[src/rtl/mem_arbiter.sv]
// Fixed-priority arbiter with a starvation guard. It shares one single-port memory between
// instruction fetch and data access, and it issues one registered transaction at a time.
`timescale 1ns/1ps
module mem_arbiter #(
  parameter int unsigned ADDR_W       = 32,
  parameter int unsigned DATA_W       = 32,
  parameter int unsigned STARVE_LIMIT = 4
) (
  input  logic                clk,
  input  logic                reset,
  input  logic                if_req,
  input  logic [ADDR_W-1:0]   if_addr,
  output logic                if_ack,
  output logic [DATA_W-1:0]   if_rdata,
  input  logic                d_req,
  input  logic                d_we,
  input  logic [DATA_W/8-1:0] d_be,
  input  logic [ADDR_W-1:0]   d_addr,
  input  logic [DATA_W-1:0]   d_wdata,
  output logic                d_ack,
  output logic [DATA_W-1:0]   d_rdata,
  output logic                mem_req,
  output logic                mem_we,
  output logic [DATA_W/8-1:0] mem_be,
  output logic [ADDR_W-1:0]   mem_addr,
  output logic [DATA_W-1:0]   mem_wdata,
  input  logic [DATA_W-1:0]   mem_rdata,
  input  logic                mem_ready,
  output logic                stall_if,
  output logic                stall_mem
);

  localparam int unsigned BeW  = DATA_W / 8;
  localparam int unsigned CntW = $clog2(STARVE_LIMIT + 1);
  localparam logic [CntW-1:0] LimitCnt = CntW'(STARVE_LIMIT);

  typedef enum logic [1:0] {StIdle, StGntI, StGntD} state_e;

  state_e            state_q, state_d;
  logic [CntW-1:0]   starve_q, starve_d;
  logic              mem_req_q, mem_req_d;
  logic              mem_we_q, mem_we_d;
  logic [BeW-1:0]    mem_be_q, mem_be_d;
  logic [ADDR_W-1:0] mem_addr_q, mem_addr_d;
  logic [DATA_W-1:0] mem_wdata_q, mem_wdata_d;
  logic              fetch_forced;

  // A waiting fetch takes the memory once data has won STARVE_LIMIT contested rounds.
  assign fetch_forced = if_req && (starve_q == LimitCnt);

  always_comb begin
    state_d     = state_q;
    starve_d    = starve_q;
    mem_req_d   = mem_req_q;
    mem_we_d    = mem_we_q;
    mem_be_d    = mem_be_q;
    mem_addr_d  = mem_addr_q;
    mem_wdata_d = mem_wdata_q;
    if_ack      = 1'b0;
    d_ack       = 1'b0;
    unique case (state_q)
      StIdle: begin
        if (d_req && !fetch_forced) begin
          state_d     = StGntD;
          mem_req_d   = 1'b1;
          mem_we_d    = d_we;
          mem_be_d    = d_be;
          mem_addr_d  = d_addr;
          mem_wdata_d = d_wdata;
          if (if_req && (starve_q != LimitCnt)) begin
            starve_d = starve_q + CntW'(1);
          end
        end else if (if_req) begin
          state_d     = StGntI;
          mem_req_d   = 1'b1;
          mem_we_d    = 1'b0;
          mem_be_d    = '1;
          mem_addr_d  = if_addr;
          mem_wdata_d = '0;
          starve_d    = '0;
        end
      end
      StGntI: begin
        if (mem_ready) begin
          if_ack    = 1'b1;
          mem_req_d = 1'b0;
          state_d   = StIdle;
        end
      end
      StGntD: begin
        if (mem_ready) begin
          d_ack     = 1'b1;
          mem_req_d = 1'b0;
          state_d   = StIdle;
        end
      end
      default: begin
        state_d   = StIdle;
        mem_req_d = 1'b0;
      end
    endcase
  end

  always_ff @(posedge clk or negedge reset) begin
    if (!reset) begin
      state_q     <= StIdle;
      starve_q    <= '0;
      mem_req_q   <= 1'b0;
      mem_we_q    <= 1'b0;
      mem_be_q    <= '0;
      mem_addr_q  <= '0;
      mem_wdata_q <= '0;
    end else begin
      state_q     <= state_d;
      starve_q    <= starve_d;
      mem_req_q   <= mem_req_d;
      mem_we_q    <= mem_we_d;
      mem_be_q    <= mem_be_d;
      mem_addr_q  <= mem_addr_d;
      mem_wdata_q <= mem_wdata_d;
    end
  end

  assign mem_req   = mem_req_q;
  assign mem_we    = mem_we_q;
  assign mem_be    = mem_be_q;
  assign mem_addr  = mem_addr_q;
  assign mem_wdata = mem_wdata_q;
  assign if_rdata  = mem_rdata;
  assign d_rdata   = mem_rdata;
  assign stall_if  = if_req & ~if_ack;
  assign stall_mem = d_req & ~d_ack;

endmodule

[config.mk]
export PLATFORM = sky130hd
export DESIGN_NAME = mem_arbiter
export DESIGN_NICKNAME = d
export VERILOG_FILES = /design/src/rtl/mem_arbiter.sv
export SDC_FILE = /design/constraint.sdc
export NUM_CORES = 1
export LEC_CHECK = 0
export CORE_UTILIZATION = 30
export CTS_CLUSTER_SIZE = 24
export DETAILED_ROUTE_END_ITERATION = 16
export GPL_TIMING_DRIVEN = 0
export PLACE_DENSITY = 0.7
export SLEW_MARGIN = 15
export SYNTH_ARGS = -nofsm -noshare
export SYNTH_HDL_FRONTEND = slang
export SYNTH_SLANG_ARGS = --single-unit
[constraint.sdc]
create_clock -name clk -period 3.15 [get_ports clk]
set_clock_uncertainty 0.1 [all_clocks]
set_input_delay 0.315 -clock clk [delete_from_list [all_inputs] [get_ports clk]]
set_output_delay 0.315 -clock clk [all_outputs]
set_load 0.01 [all_outputs]
# ---- Yosys cells after proc, flatten, opt, wreduce, memory -nomap -nowiden
# Index checks and enable logic that the tools add are counted.
dict set report op_classes {
  eq_ne 7
  add_sub_neg 1
  bitwise_logic 4
  n_reduce_logical 10
  n_mux 22
}
# operator n
set op_table {}
lappend op_table {{$mux W32} 4}
lappend op_table {{$mux W3} 3}
lappend op_table {{$mux W1} 8}
lappend op_table {{$mux W4} 2}
lappend op_table {{$mux W2} 3}
lappend op_table {{$ne A3 B3 Y1 const B} 2}
lappend op_table {{$ne A2 B1 Y1 const B} 2}
lappend op_table {{$pmux W2 S2} 1}
lappend op_table {{$reduce_and A2 Y1} 2}
lappend op_table {{$add A3 B1 Y3 const B} 1}
lappend op_table {{$eq A3 B3 Y1 const B} 1}
lappend op_table {{$logic_and A1 B1 Y1} 3}
lappend op_table {{$reduce_and A3 Y1} 1}
lappend op_table {{$and A1 B1 Y1} 2}
lappend op_table {{$eq A2 B1 Y1 const B} 1}
lappend op_table {{$eq A2 B2 Y1 const B} 1}
lappend op_table {{$logic_not A2 Y1} 1}
lappend op_table {{$not A1 Y1} 2}
lappend op_table {{$pmux W1 S2} 1}
lappend op_table {{$reduce_bool A2 Y1} 1}
lappend op_table {{$reduce_or A2 Y1} 1}
lappend op_table {{$logic_not A1 Y1} 1}
dict set report totals {
  elab_cells 51
  input_bits 138
  out_inout_bits 138
  regBits 75
}

# ---- Depth between registers and ports, before layout
dict set report logic_depth {
  word_depth 6
  mapped_depth 8
  ltp_nobuf 5
}

# ---- Least setup slack after synthesis
# OpenSTA, ideal clock, no wires.
dict set report synth_timing {
  kind {register -> register}
  start {register state_q[0]}
  end {register mem_addr_q[22], in the netlist mem_addr[22]}
  setup_ns 0.080
  synth_period_minus_slack_ns 1.542
  t_required_ns 2.970
  n_path_buf 2
  stages_incl_launch_ff 7
  setup_slack_ns 1.608
  arrival_ns 1.362
  path_cell_list {dfrtp_1 -> inv_1 -> ha_1 -> buf_2 -> clkbuf_1 -> nand4_1 -> o211ai_2}
}
dict set report synth_between {
  elab_chain_len 2
}
# element line_no
set synth_lines {}
lappend synth_lines {{from (decl)} 39} ;# state_e state_q, state_d;
lappend synth_lines {{from (signal assigned)} 106} ;# state_q <= StIdle;
lappend synth_lines {{from (signal assigned)} 114} ;# state_q <= state_d;
lappend synth_lines {{$logic_not A2 Y1} 61} ;# unique case (state_q)
lappend synth_lines {{$reduce_and A2 Y1 (no source line)} -}
lappend synth_lines {{to (signal assigned)} 119} ;# mem_addr_q <= mem_addr_d;
lappend synth_lines {{to (decl)} 44} ;# logic [ADDR_W-1:0] mem_addr_q, mem_addr_d;
# Every way passes these cells.
# A chain may end at the register's enable or synchronous reset.

# ---- Worst setup path after layout
dict set report layout_timing {
  start {input port d_req}
  end {output port stall_mem}
}
dict set report layout_between {
  elab_chain_len 1
}
# element line_no
set layout_lines {}
lappend layout_lines {{from (decl)} 15} ;# input logic d_req,
lappend layout_lines {{$and A1 B1 Y1} 132} ;# assign stall_mem = d_req & ~d_ack;
lappend layout_lines {{to (decl)} 30} ;# output logic stall_mem
# Every way passes these cells.

==> impl_metrics.json <==
{
  "synth_compound_gate_area_share_pct": 14.9,
  "fillers": 1238,
  "cp-start-kind": "input port",
  "fp.dieW_um": 118,
  "drc": 0,
  "critical_path_arrival_ps": 2220,
  "port_buffers": 242,
  "synth-xor-area-share_pct": 0,
  "required_ps": 2730,
  "grt_max_degree": 43,
  "synthMuxAreaShare_pct": 0,
  "p_seq_share_pct": 30.3,
  "ys_seq_elements": 75,
  "cts.repair.resized": 0,
  "powerDensity_nw_per_um2": 801,
  "path_class": "in2out",
  "drtAntennaViolNets": 0,
  "routed-wl-met3_um": 1030,
  "synth-seq-area-share_pct": 46.2,
  "cp_max_fo": 10,
  "grt_overflow": 0,
  "io_pins": 276,
  "tightest_slew_ps": 507,
  "vias_per_cell": 4.61,
  "async_flop_share_pct": 100,
  "max_stage_delay_ps": 570,
  "start_util_pct": 30.7,
  "holdWs_ps": 188,
  "wl_met1_um": 5380,
  "critical-path-top-delay-family": "buffers and inverters",
  "synth-simple-area-share_pct": 20.2,
  "top_layer_used": "met4",
  "synth_area_per_cell_um2": 9.06,
  "syn_inst": 448,
  "fp.dieArea_um2": 14000,
  "finalCritPeriodShare_pct": 83.6,
  "h-tree-depth": 3,
  "antenna_found_initial": 0,
  "synthesis.nets": 591,
  "cpMostUsedCell": "clkdlybuf4s50_1",
  "power.share.clock_pct": 18.1,
  "root_buffer": "clkbuf_16",
  "maxCapViolCount": 0,
  "dpl.hpwl_um": 10100,
  "firstDrtPassIters": 4,
  "syn_area_um2": 4060,
  "fp.dieH_um": 118,
  "dr_total_vias": 4072,
  "post-cts-setup-buffers": 0,
  "avgRoutedWirePerCell_um": 14.6,
  "fp-row-count": 42,
  "synth_edf_count": 0,
  "final-setup-viol-count": 0,
  "drt_wl_total_um": 12900,
  "intPower_mw": 3.55,
  "cts_made_buffers": 9,
  "min_period_ps": 2630,
  "crit_path_cell_trace": "clkdlybuf4s50_1, buf_2, clkbuf_1, nor2b_1, clkdlybuf4s50_1",
  "max_freq_ghz": 0.380,
  "clock_latency_ps": 320,
  "initialDrtViolationCount": 160,
  "end_kind": "output port",
  "fin_nets": 846,
  "slew_viol_final": 0,
  "grt_use_total_pct": 18.5,
  "grt_pass1_vias": 4159,
  "diodes": 0,
  "routed-wl-met2_um": 6420,
  "cts_tree": "built",
  "synth.distinct_cells": 25,
  "critPathBufInv": 4,
  "synthAdderAreaFrac_pct": 1.54,
  "p_leak_nw": 3.04,
  "cts_max_path_buffers": 2,
  "max-slew-margin-rel_pct": 66.2,
  "design.core.area_um2": 13200,
  "p_switching_mw": 2.07,
  "synth_top_family_by_area": "simple AND/OR/NAND/NOR gates",
  "clock-sinks": 75,
  "comb_power_share_pct": 51.6,
  "yosys_warnings": 0,
  "area_growth_pct": 73.0,
  "critPathSlowestCell": "clkdlybuf4s50_1",
  "cts.clk_slew.worst_paths_ps": 60,
  "hold_viol": 0,
  "postCtsHoldBufs": 1,
  "grt_pass1_wl_um": 20700,
  "fin_area_um2": 7020,
  "placed_cell_area_um2": 6720,
  "synth_flop_cell": "dfrtp_1",
  "switching_share_pct": 36.8,
  "vdd_drop_max_v": 0.000296,
  "outcome": "finished clean",
  "hold_path_class": "in2reg",
  "place.gp.congestion": 0.802,
  "drive_above_1_share_pct": 17.7,
  "grt_setup_unrepaired": "false"
}
[kinds of logic after synthesis]
family	Yosys count
flip-flops	75
adder cells (fa/ha/maj)	5
AO/OA/AOI/OAI	79
buffers and inverters	103
AND/OR/NAND/NOR	186
[sequential cells by signal (all words and copies together) (netlist names)]
signal	flops
mem_we	1
mem_addr	32
mem_req	1
state_q	2
mem_wdata	32
mem_be	4
starve_q	3
[placed cells by master, fill, tap and decap left out]
cell and instances:
o211ai_2 20, a21o_1 2, o21ai_1 33, nand4b_1 1, nand3_1 1, dlygate4sd3_1 1
a21oi_1 4, clkinv_2 5, clkbuf_8 1, clkdlybuf4s50_1 241, and2_1 2, and2_4 1
buf_4 65, buf_12 1, o21ai_0 3, buf_6 7, o211ai_1 12, a22o_1 3
inv_1 5, o21ai_4 1, o21a_1 1, nor2b_1 3, nand3_4 1, clkbuf_1 14
ha_1 5, nand2_1 134, nor2_1 10, bufinv_16 1, buf_2 13, nand4_1 33
clkbuf_16 9, dfrtp_1 75
[power by group through the flow]
stage | logic, mW | clock network (mW) | registers, mW
2_1_floorplan | 1.22 | 0 | 1.89
3_3_place_gp | 2.88 | 0 | 1.69
3_5_place_dp | 2.94 | 0 | 1.71
4_1_cts | 2.95 | 1.05 | 1.71
5_1_grt | 3.16 | 1.07 | 1.75
6_report | 2.90 | 1.02 | 1.70
[synth_stat cells, drive strengths merged, types with 3 or more instances]
cell type	count	share of area, %
nand2	134	12
buf	84	15
dfrtp	75	46
o21ai	37	4.8
nand4	33	5.1
o211ai	32	8.4
clkbuf	14	1.3
nor2	10	0.92
ha	5	1.5
inv	5	0.46
a21oi	4	0.49
a22o	3	0.65
and2	3	0.52
nor2b	3	0.46
[final cells by class]
cell class | instances | area (um2) | area share, %
Tap cell | 176 | 220 | 3.14
Inverter | 5 | 18.8 | 0.267
Buffer | 98 | 677 | 9.64
Sequential cell | 75 | 1880 | 26.7
Clock buffer | 10 | 239 | 3.40
Clock inverter | 6 | 55.1 | 0.784
Timing Repair Buffer | 244 | 2450 | 34.9
Multi-Input combinational cell | 270 | 1490 | 21.2
[through the flow]
stage          setup WS (ps)  power (mW)  TNS [ps]  utilization (%)  instances
2_1_floorplan           1610        3.12         0                -        448
4_1_cts                  492        5.70         0             53.0        884
6_report                 516        5.63         0             53.0        884
5_1_grt                  397        5.98         0             53.0        884
3_3_place_gp            -991        4.57    -73910             50.6        866
3_5_place_dp             494        4.65         0             50.7        867
[layer usage]
layer / vias to the layer above / GRT usage, %
met1: 1923 / 22.0
li1: 1949 / -
met3: 10 / 4.63
met4: 0 / 5.69
met5: - / 0
met2: 190 / 32.5
[final timing paths]
kind / from / to / slack (ps) / depth (start not counted)
min reg2reg: mem_wdata[25]$_DFFE_PN0P_ / mem_wdata[25]$_DFFE_PN0P_ / 380 / 2
min: if_req / starve_q[0]$_DFFE_PN0P_ / 190 / 3
max: d_req / stall_mem / 520 / 5
max reg2reg: state_q[0]$_DFFE_PN0P_ / mem_addr[22]$_DFFE_PN0P_ / 1220 / 6
max in group asynchronous: reset / mem_addr[27]$_DFFE_PN0P_ / 1970 / 3
min in group asynchronous: reset / mem_wdata[23]$_DFFE_PN0P_ / 400 / 2
[worst register-to-register path: stages (launching register included)]
cell      delay, ps
dfrtp_1         400
inv_1           100
ha_1            240
buf_2           270
clkbuf_1        440
nand4_1         210
o211ai_2        110
No activity file was read; power rests on OpenSTA's default activity.
